===== src/rtl/io_ctrl_responder.sv =====
// io_ctrl_responder: memory-mapped IO registers, switch sync, cycle counter and OLED request handshake
module io_ctrl_responder #(
    parameter int CYCLE_WIDTH = 32,
    parameter int SYNC_STAGES = 2
) (
    input  logic                   clk,
    input  logic                   rst,
    input  logic [15:0]            dataAddr,
    input  logic [31:0]            wrData,
    input  logic                   we,
    input  logic                   re,
    output logic                   isIO,
    output logic [31:0]            rdData,
    input  logic                   swStart,
    input  logic                   swCE,
    input  logic                   swCP,
    input  logic                   swCH,
    output logic                   sortFinish,
    output logic [CYCLE_WIDTH-1:0] sortCount,
    output logic [7:0]             lamp,
    output logic                   ledCtrl,
    output logic [CYCLE_WIDTH-1:0] cycleCount,
    output logic                   oledWe,
    output logic [5:0]             oledAddr,
    output logic [7:0]             oledData,
    output logic                   oledReq,
    output logic                   oledReqKind,
    input  logic                   oledAck
);
    typedef enum logic {IDLE, REQ} stateT;

    stateT      state;
    logic [6:0] idx;
    logic       ioWr;
    logic       reqWr;
    logic [3:0] swRaw;
    logic [3:0] swSync;
    logic       startPrev;
    logic       startRise;
    logic       startLatch;
    logic       startSetD;
    logic       startClr;
    logic       unusedAddr;

    assign isIO       = dataAddr[15];
    assign idx        = dataAddr[8:2];
    assign ioWr       = we && isIO;
    assign reqWr      = ioWr && (idx == 7'h09 || idx == 7'h0A);
    assign swRaw      = {swCH, swCP, swCE, swStart};
    assign startRise  = swSync[0] && !startPrev;
    assign startClr   = re && isIO && idx == 7'h10;
    assign unusedAddr = ^{dataAddr[14:9], dataAddr[1:0]};

    for (genvar g = 0; g < 4; g++) begin : gSync
        logic [SYNC_STAGES-1:0] chain;
        // shift each raw switch through its own synchroniser chain
        always_ff @(posedge clk or posedge rst)
            if (rst) chain <= '0;
            else     chain <= {chain[SYNC_STAGES-2:0], swRaw[g]};
        assign swSync[g] = chain[SYNC_STAGES-1];
    end

    // software-visible status and control registers
    always_ff @(posedge clk or posedge rst)
        if (rst) begin
            sortFinish <= 1'b0;
            sortCount  <= '0;
            lamp       <= '0;
            ledCtrl    <= 1'b0;
        end else if (ioWr) begin
            if (idx == 7'h00) sortFinish <= wrData[0];
            if (idx == 7'h01) sortCount  <= wrData[CYCLE_WIDTH-1:0];
            if (idx == 7'h02) lamp       <= wrData[7:0];
            if (idx == 7'h03) ledCtrl    <= wrData[0];
        end

    // start latch (set beats clear) and the run timer restarted one cycle after a start
    always_ff @(posedge clk or posedge rst)
        if (rst) begin
            startPrev  <= 1'b0;
            startLatch <= 1'b0;
            startSetD  <= 1'b0;
            cycleCount <= '0;
        end else begin
            startPrev  <= swSync[0];
            startSetD  <= startRise;
            startLatch <= startRise || (startLatch && !startClr);
            cycleCount <= startSetD ? '0 : sortFinish ? cycleCount : cycleCount + CYCLE_WIDTH'(1);
        end

    // one-cycle character write pulse towards the OLED driver
    always_ff @(posedge clk or posedge rst)
        if (rst) begin
            oledWe   <= 1'b0;
            oledAddr <= '0;
            oledData <= '0;
        end else begin
            oledWe <= ioWr && idx[6];
            if (ioWr && idx[6]) begin
                oledAddr <= dataAddr[7:2];
                oledData <= wrData[7:0];
            end
        end

    // update/clear request handshake; new requests are dropped while one is pending
    always_ff @(posedge clk or posedge rst)
        if (rst) begin
            state       <= IDLE;
            oledReq     <= 1'b0;
            oledReqKind <= 1'b0;
        end else begin
            case (state)
                IDLE:
                    if (reqWr) begin
                        state       <= REQ;
                        oledReq     <= 1'b1;
                        oledReqKind <= idx[1];
                    end
                REQ:
                    if (oledAck) begin
                        state   <= IDLE;
                        oledReq <= 1'b0;
                    end
                default: begin
                    state   <= IDLE;
                    oledReq <= 1'b0;
                end
            endcase
        end

    // read mux, independent of re so the core can sample it in the load cycle
    always_comb begin
        rdData = '0;
        if (isIO)
            case (idx)
                7'h00:   rdData = {31'b0, sortFinish};
                7'h01:   rdData = 32'(sortCount);
                7'h02:   rdData = {24'b0, lamp};
                7'h03:   rdData = {31'b0, ledCtrl};
                7'h08:   rdData = {31'b0, !oledReq};
                7'h10:   rdData = {31'b0, startLatch};
                7'h11:   rdData = {31'b0, swSync[1]};
                7'h12:   rdData = {31'b0, swSync[2]};
                7'h13:   rdData = {31'b0, swSync[3]};
                7'h14:   rdData = 32'(cycleCount);
                default: rdData = '0;
            endcase
    end
endmodule


===== config.mk =====
export PLATFORM = sky130hd
export DESIGN_NAME = io_ctrl_responder
export DESIGN_NICKNAME = d
export VERILOG_FILES = /design/src/rtl/io_ctrl_responder.sv
export SDC_FILE = /design/constraint.sdc
export NUM_CORES = 1
export LEC_CHECK = 0
export BUFFER_PORTS_ARGS = -buffer_cell sky130_fd_sc_hd__buf_2
export CORE_MARGIN = 2
export CORE_UTILIZATION = 54
export CTS_CLUSTER_DIAMETER = 60
export CTS_CLUSTER_SIZE = 28
export DETAILED_ROUTE_END_ITERATION = 12
export GPL_TIMING_DRIVEN = 0
export HOLD_SLACK_MARGIN = 0.15
export PLACE_DENSITY = 0.88
export SKIP_CTS_REPAIR_TIMING = 1
export SYNTH_ARGS = -nofsm -noshare
export SYNTH_HDL_FRONTEND = slang
export SYNTH_SLANG_ARGS = --single-unit

===== constraint.sdc =====
create_clock -name clk -period 9 [get_ports clk]
set_input_delay 0.9 -clock clk [delete_from_list [all_inputs] [get_ports clk]]
set_output_delay 0.9 -clock clk [all_outputs]
set_load 0.01 [all_outputs]

==> metrics.txt, run 1 <==
# TYPE chip_impl_metric gauge
chip_impl_info{name="outcome",value="finished clean"} 1
chip_impl_metric{name="pwr-share-clk",unit=""} 0.292
chip_impl_metric{name="finalClockSkew",unit="ps"} 12.9
chip_impl_metric{name="report.final.slew_viol_count",unit=""} 0
chip_impl_metric{name="port_buffers",unit=""} 171
chip_impl_info{name="hp-class",value="reg -> reg"} 1
chip_impl_metric{name="route.vias.total",unit=""} 4411
chip_impl_metric{name="finalCriticalPeriod",unit="ps"} 3710
chip_impl_info{name="timing.critical_path.to_type",value="output port"} 1
chip_impl_metric{name="synthToLayoutAreaGrowth",unit="%"} 23.8
chip_impl_metric{name="hold_viol_final",unit=""} 0
chip_impl_metric{name="synthesis.area",unit="mm2"} 0.00506
chip_impl_metric{name="route.detailed.vias_per_inst",unit=""} 5.86
chip_impl_info{name="critical_path.slowest_cell",value="sky130_fd_sc_hd__clkbuf_1"} 1
chip_impl_metric{name="synthesis.nets",unit=""} 512
chip_impl_metric{name="cts.htree.levels",unit=""} 3
chip_impl_metric{name="setup_viol",unit=""} 0
chip_impl_metric{name="hold_slack",unit="ps"} 359
chip_impl_metric{name="fin_util",unit=""} 0.685
chip_impl_metric{name="antenna_left",unit=""} 0
chip_impl_metric{name="detailroute.wirelength.met3",unit="um"} 885
chip_impl_metric{name="clock_network_latency_to_the_later_pin_of_the_worst_skew_pair",unit="ps"} 360
chip_impl_metric{name="numCtsBuffers",unit=""} 9
chip_impl_metric{name="max_freq",unit="MHz"} 269
chip_impl_metric{name="place_congestion",unit=""} 0.894
chip_impl_metric{name="cts_buffer_depth",unit=""} 2
chip_impl_metric{name="netSwitchingFraction",unit=""} 0.298
chip_impl_metric{name="met2_length",unit="mm"} 6.59
chip_impl_metric{name="synth_edf_count",unit=""} 0
chip_impl_metric{name="syn_inst_count",unit=""} 454
chip_impl_metric{name="dpl-instance-area",unit="mm2"} 0.00609
chip_impl_info{name="top_layer_used",value="met4"} 1
chip_impl_metric{name="period_share",unit=""} 0.412
chip_impl_metric{name="route.layer.met1.wl",unit="mm"} 5.86
chip_impl_info{name="crit_type",value="in -> out"} 1
chip_impl_metric{name="place_inst",unit=""} 737
chip_impl_metric{name="postRouteWirelength",unit="mm"} 13.7
chip_impl_metric{name="pre_cts_slack",unit="ps"} 5340
chip_impl_metric{name="power.switching",unit="uW"} 281
chip_impl_info{name="layout_commonest_cell",value="sky130_fd_sc_hd__buf_2"} 1
chip_impl_metric{name="critical_path.max_stage_delay",unit="ps"} 450
chip_impl_info{name="clock-root-buffer",value="sky130_fd_sc_hd__clkbuf_8"} 1
chip_impl_metric{name="power.static_leakage",unit="nW"} 3.16
chip_impl_metric{name="clkTransAtPathRegs",unit="ps"} 110
chip_impl_metric{name="floorplan.die_area",unit="mm2"} 0.0102
chip_impl_metric{name="power_frac_comb",unit=""} 0.157
chip_impl_metric{name="share_seq_of_total_power",unit=""} 0.551
chip_impl_metric{name="dr.pass1.iters",unit=""} 5
chip_impl_metric{name="total_power",unit="uW"} 943
chip_impl_metric{name="wire_length_of_the_first_global_routing_pass",unit="mm"} 21.1
chip_impl_metric{name="asr_flop_ratio_synth",unit=""} 1.00
chip_impl_metric{name="intPower",unit="uW"} 662
chip_impl_metric{name="worstHoldPathCells",unit=""} 0
chip_impl_metric{name="worstMarginPinSlew",unit="ps"} 625
chip_impl_metric{name="synth-seq-area-share",unit=""} 0.509
chip_impl_metric{name="relative_slew_slack",unit=""} 0.583
chip_impl_metric{name="row_count",unit=""} 35
chip_impl_metric{name="fin_tns_setup",unit="ps"} 0
chip_impl_metric{name="synth_cell_type_count",unit=""} 47
chip_impl_info{name="cts_tree",value="yes"} 1
chip_impl_metric{name="max_cap_violations",unit=""} 0
chip_impl_metric{name="clkSinkCount",unit=""} 103
chip_impl_metric{name="endpoint_required_time_on_the_critical_path",unit="ps"} 8100
chip_impl_info{name="dominantRegCellSynth",value="sky130_fd_sc_hd__dfrtp_1"} 1
chip_impl_metric{name="final_net_count",unit=""} 695
chip_impl_info{name="mostFrequentLayoutCells",value="sky130_fd_sc_hd__buf_2, sky130_fd_sc_hd__dfrtp_1, sky130_fd_sc_hd__mux2_2"} 1
chip_impl_metric{name="p_per_area",unit="mW/mm2"} 151
chip_impl_metric{name="drc",unit=""} 0
chip_impl_metric{name="design_area",unit="mm2"} 0.00627
chip_impl_metric{name="chipHeight",unit="um"} 101
chip_impl_metric{name="gr-total-overflow",unit=""} 0
chip_impl_metric{name="ys.warnings.count",unit=""} 0
chip_impl_metric{name="maximum_net_fanout_on_the_critical_path",unit=""} 10
chip_impl_metric{name="irDropWorstVdd",unit="uV"} 115
chip_impl_metric{name="die_width",unit="um"} 101
chip_impl_metric{name="ys_seq_elements",unit=""} 103
chip_impl_metric{name="starting_density_of_the_core",unit=""} 0.553
chip_impl_metric{name="i_o_pin_cnt",unit=""} 181
chip_impl_info{name="crit_path_start_kind",value="input port"} 1
chip_impl_metric{name="timing.critical_path.arrival",unit="ps"} 2810
chip_impl_metric{name="post-dp-hpwl",unit="mm"} 9.90
chip_impl_metric{name="grt_use_total",unit=""} 0.267
chip_impl_metric{name="dr.first_iter.drc_count",unit=""} 223
chip_impl_metric{name="largest_net_degree_at_the_start_of_global_routing",unit=""} 56
chip_impl_info{name="path_cells",value="buf_2, nor3_2, and4b_1, clkbuf_1, clkbuf_1, a22oi_1, nor2_1, buf_2"} 1
chip_impl_metric{name="first_global_vias",unit=""} 4158
chip_impl_metric{name="reg2regPathDepth",unit=""} 5
chip_impl_metric{name="num_antenna_cells",unit=""} 0
chip_impl_info{name="rsz0062_at_grt",value="false"} 1
chip_impl_metric{name="fin_ws",unit="ps"} 5290
chip_impl_metric{name="instances_no_fill",unit=""} 753
chip_impl_metric{name="layout-drive-gt1-share",unit=""} 0.435
chip_impl_metric{name="core_area",unit="mm2"} 0.00915
chip_impl_metric{name="syn_avg_cell_area",unit="um2"} 11.2
chip_impl_metric{name="detail_routed_net_length_per_standard_cell",unit="um"} 18.1
chip_impl_metric{name="initial_antenna_violation_count",unit=""} 0
## final cells by class
type | count | area, um2
inverter | 8 | 32.5
clock inverter | 6 | 52.6
fill | 707 | 2890
sequential | 103 | 2580
tap | 111 | 139
buffer | 32 | 153
timing repair buffer | 172 | 883
clock buffer | 10 | 128
multi-input combinational | 311 | 2300
## state kept, by name (all words and copies together) (netlist names)
name         flops
cycleCount      32
sortCount       32
gSync.chain      8
lamp             8
oledData         8
oledAddr         6
ledCtrl          1
oledReq          1
oledReqKind      1
oledWe           1
sortFinish       1
startLatch       1
startPrev        1
startSetD        1
state            1
## worst paths after layout
check	from	endpoint	slack, ps
worst max-delay path	dataAddr[6]	rdData[31]	5290
worst min-delay path	gSync[1].chain[0]$_DFF_PP0_	gSync[1].chain[1]$_DFF_PP0_	360
worst max register to register	sortFinish$_DFFE_PP0P_	cycleCount[17]$_DFFE_PP0P_	6740
worst min register to register	gSync[1].chain[0]$_DFF_PP0_	gSync[1].chain[1]$_DFF_PP0_	360
max in group asynchronous	rst	state$_DFF_PP0_	7710
min in group asynchronous	rst	cycleCount[19]$_DFFE_PP0P_	630
## synth_stat cells, drive strengths merged (2+ instances only)
cell / number / share of area
a21oi: 6 / 0.0059
a222oi: 7 / 0.014
a22oi: 24 / 0.036
and2: 4 / 0.0049
and3: 4 / 0.0049
and4: 6 / 0.010
and4b: 2 / 0.0040
buf: 11 / 0.014
clkbuf: 21 / 0.016
dfrtp: 103 / 0.51
inv: 8 / 0.0059
mux2: 74 / 0.16
mux2i: 5 / 0.0099
nand2: 15 / 0.011
nand2b: 2 / 0.0025
nand3: 12 / 0.014
nand4: 11 / 0.015
nor2: 61 / 0.045
nor2b: 20 / 0.025
nor4: 16 / 0.020
nor4b: 3 / 0.0082
o21ai: 7 / 0.0069
o22ai: 2 / 0.0025
o31ai: 3 / 0.0044
or3: 4 / 0.0049
or3b: 4 / 0.0074
or4: 3 / 0.0044
xor2: 7 / 0.012
## power by group through the flow
stage               sequential [mW]  clock (mW)  combinational, mW
floorplan                     0.538           0             0.0664
global placement              0.525           0              0.138
detailed placement            0.529           0              0.148
CTS                           0.519       0.278              0.149
global route                  0.524       0.297              0.162
finish                        0.520       0.276              0.148
## per-layer routing
layer	GRT usage	vias up
li1	-	2016
met1	0.358	2154
met2	0.442	215
met3	0.0381	26
met4	0.101	0
met5	0	-
## critical path, delay by kind of cell
kind	cells	cell delay, ps
buffers and inverters	4	1050
and+or+nand+nor	3	700
AOI/OAI and AO/OA	1	160
## cell families (layout without fill, tap and decap cells)
kind of cell             count (synthesis)  after routing  share of synthesized area
XOR/XNOR                                 8              8                     0.0138
flip-flops                             103            103                      0.509
AO/OA/AOI/OAI                           53             53                     0.0751
buffers and inverters                   40            228                     0.0361
adder cells (fa/ha/maj)                  1              1                    0.00247
multiplexers                            79             79                      0.174
AND/OR/NAND/NOR                        170            170                      0.189
No activity file was read; power rests on OpenSTA's default activity.
==> run 2, diff against run 1 <==
Settings changed: CORE_UTILIZATION 54 to 50, PLACE_DENSITY 0.88 to 0.82.
Clock period 9 ns to 3.5 ns, I/O delays scaled along.
==> metrics.txt, run 2 (synthesis results as in run 1) <==
# TYPE chip_impl_metric gauge
chip_impl_metric{name="p_per_area",unit="mW/mm2"} 402
chip_impl_metric{name="clkTransAtPathRegs",unit="ps"} 90
chip_impl_info{name="cts_tree",value="yes"} 1
chip_impl_metric{name="final_net_count",unit=""} 700
chip_impl_metric{name="setup_viol",unit=""} 0
chip_impl_metric{name="drc",unit=""} 0
chip_impl_metric{name="clkSinkCount",unit=""} 103
chip_impl_metric{name="dr.pass1.iters",unit=""} 5
chip_impl_metric{name="gr-total-overflow",unit=""} 0
chip_impl_metric{name="pre_cts_slack",unit="ps"} 893
chip_impl_metric{name="wire_length_of_the_first_global_routing_pass",unit="mm"} 22.7
chip_impl_metric{name="max_freq",unit="MHz"} 388
chip_impl_metric{name="relative_slew_slack",unit=""} 0.571
chip_impl_metric{name="hold_slack",unit="ps"} 175
chip_impl_metric{name="multi_input_comb_area",unit="mm2"} 0.00230
chip_impl_metric{name="timing.critical_path.arrival",unit="ps"} 2230
chip_impl_metric{name="initial_antenna_violation_count",unit=""} 0
chip_impl_metric{name="maximum_net_fanout_on_the_critical_path",unit=""} 10
chip_impl_metric{name="detail_routed_net_length_per_standard_cell",unit="um"} 17.9
chip_impl_metric{name="worstMarginPinSlew",unit="ps"} 644
chip_impl_metric{name="clock_network_latency_to_the_later_pin_of_the_worst_skew_pair",unit="ps"} 370
chip_impl_metric{name="place_congestion",unit=""} 0.858
chip_impl_metric{name="num_antenna_cells",unit=""} 0
chip_impl_metric{name="floorplan.die_area",unit="mm2"} 0.0109
chip_impl_info{name="reg_top3",value="cycleCount x32, sortCount x32"} 1
chip_impl_info{name="mostFrequentLayoutCells",value="sky130_fd_sc_hd__buf_2, sky130_fd_sc_hd__dfrtp_1, sky130_fd_sc_hd__mux2_2"} 1
chip_impl_metric{name="period_share",unit=""} 0.736
chip_impl_metric{name="n_fill_cell",unit=""} 806
chip_impl_metric{name="postRouteWirelength",unit="mm"} 14.0
chip_impl_info{name="layout_commonest_cell",value="sky130_fd_sc_hd__buf_2"} 1
chip_impl_metric{name="antenna_left",unit=""} 0
chip_impl_metric{name="row_count",unit=""} 36
chip_impl_info{name="outcome",value="finished clean"} 1
chip_impl_metric{name="area.sequential",unit="mm2"} 0.00258
chip_impl_metric{name="route.detailed.vias_per_inst",unit=""} 5.72
chip_impl_metric{name="max_cap_violations",unit=""} 0
chip_impl_metric{name="total_power",unit="mW"} 2.57
chip_impl_metric{name="report.final.slew_viol_count",unit=""} 0
chip_impl_metric{name="grt_use_total",unit=""} 0.259
chip_impl_metric{name="irDropWorstVdd",unit="uV"} 222
chip_impl_metric{name="cts_buffer_depth",unit=""} 2
chip_impl_metric{name="dr.first_iter.drc_count",unit=""} 313
chip_impl_metric{name="hold_viol_final",unit=""} 0
chip_impl_info{name="clock-root-buffer",value="sky130_fd_sc_hd__clkbuf_8"} 1
chip_impl_metric{name="synthToLayoutAreaGrowth",unit="%"} 26.4
chip_impl_info{name="timing.critical_path.to_type",value="output port"} 1
chip_impl_metric{name="power.static_leakage",unit="nW"} 3.21
chip_impl_metric{name="cts.htree.levels",unit=""} 3
chip_impl_info{name="crit_path_start_kind",value="input port"} 1
chip_impl_metric{name="layout-drive-gt1-share",unit=""} 0.431
chip_impl_metric{name="starting_density_of_the_core",unit=""} 0.516
chip_impl_metric{name="largest_net_degree_at_the_start_of_global_routing",unit=""} 56
chip_impl_metric{name="port_buffers",unit=""} 171
chip_impl_metric{name="first_global_vias",unit=""} 4339
chip_impl_metric{name="chipHeight",unit="um"} 105
chip_impl_metric{name="core_area",unit="mm2"} 0.00982
chip_impl_info{name="rsz0062_at_grt",value="false"} 1
chip_impl_info{name="crit_type",value="in -> out"} 1
chip_impl_metric{name="route.vias.total",unit=""} 4464
chip_impl_metric{name="endpoint_required_time_on_the_critical_path",unit="ps"} 3150
chip_impl_metric{name="finalClockSkew",unit="ps"} 13.5
chip_impl_metric{name="die_width",unit="um"} 105
chip_impl_metric{name="i_o_pin_cnt",unit=""} 181
chip_impl_metric{name="fin_ws",unit="ps"} 924
chip_impl_metric{name="numCtsBuffers",unit=""} 9
chip_impl_metric{name="fin_tns_setup",unit="ps"} 0
chip_impl_metric{name="post-dp-hpwl",unit="mm"} 9.86
chip_impl_metric{name="finalCriticalPeriod",unit="ps"} 2580
chip_impl_info{name="hp-class",value="in -> reg"} 1
run 2: changes by cell type in the layout (fill, tap and decap cells not counted), sizes merged:
cell	change
clkinvlp	-2
dlygate4sd3	+5
clkbuf	+2
bufinv	+2
clkinv	+1
inv	-3
run 2: layer usage:
metal | global-route usage | vias up | part of all wire
li1 | - | 2027 | -
met1 | 0.363 | 2212 | 0.44
met2 | 0.405 | 204 | 0.48
met3 | 0.0524 | 21 | 0.063
met4 | 0.0867 | 0 | 0.018
met5 | 0 | - | 0
run 2: worst paths after layout:
path                                        startpoint                     endpoint  slack (ps)  cells past startpoint
min in group asynchronous                          rst    sortCount[30]$_DFFE_PP0P_         610                      3
hold reg to reg            gSync[3].chain[0]$_DFF_PP0_  gSync[3].chain[1]$_DFF_PP0_         350                      0
setup reg to reg             cycleCount[2]$_DFFE_PP0P_   cycleCount[18]$_DFFE_PP0P_        1180                      5
hold / removal                                 oledAck              state$_DFF_PP0_         170                      2
max in group asynchronous                          rst          lamp[0]$_DFFE_PP0P_        2200                      4
setup / recovery                           dataAddr[6]                   rdData[31]         920                      8
run 2: area by class of cell:
class | count | share of cell area
Buffer | 32 | 0.0239
Clock buffer | 12 | 0.0243
Clock inverter | 4 | 0.0121
Inverter | 8 | 0.00509
Multi-Input combinational cell | 311 | 0.360
Sequential cell | 103 | 0.403
Tap cell | 133 | 0.0260
Timing Repair Buffer | 177 | 0.146
run 2: worst max-delay path, cell delays in order:
cell and delay, ps:
sky130_fd_sc_hd__buf_2 150, sky130_fd_sc_hd__nor3_2 290, sky130_fd_sc_hd__and4b_1 240, sky130_fd_sc_hd__clkbuf_1 240
sky130_fd_sc_hd__clkbuf_1 460, sky130_fd_sc_hd__a22oi_1 170, sky130_fd_sc_hd__nor2_1 160, sky130_fd_sc_hd__buf_2 160
run 2: stage by stage:
| step | utilization | cell area [um2] | instances |
|---|---|---|---|
| 2_1_floorplan | - | 5060 | 454 |
| 3_3_place_gp | 0.620 | 6080 | 758 |
| 3_5_place_dp | 0.623 | 6110 | 759 |
| 4_1_cts | 0.646 | 6350 | 775 |
| 5_1_grt | 0.652 | 6400 | 780 |
| 6_report | 0.652 | 6400 | 780 |
run 2: report_power, final:
part | total (mW) | switching (mW) | internal [mW]
logic | 0.374 | 0.210 | 0.164
registers | 1.34 | 0.0665 | 1.27
clock network | 0.860 | 0.414 | 0.445
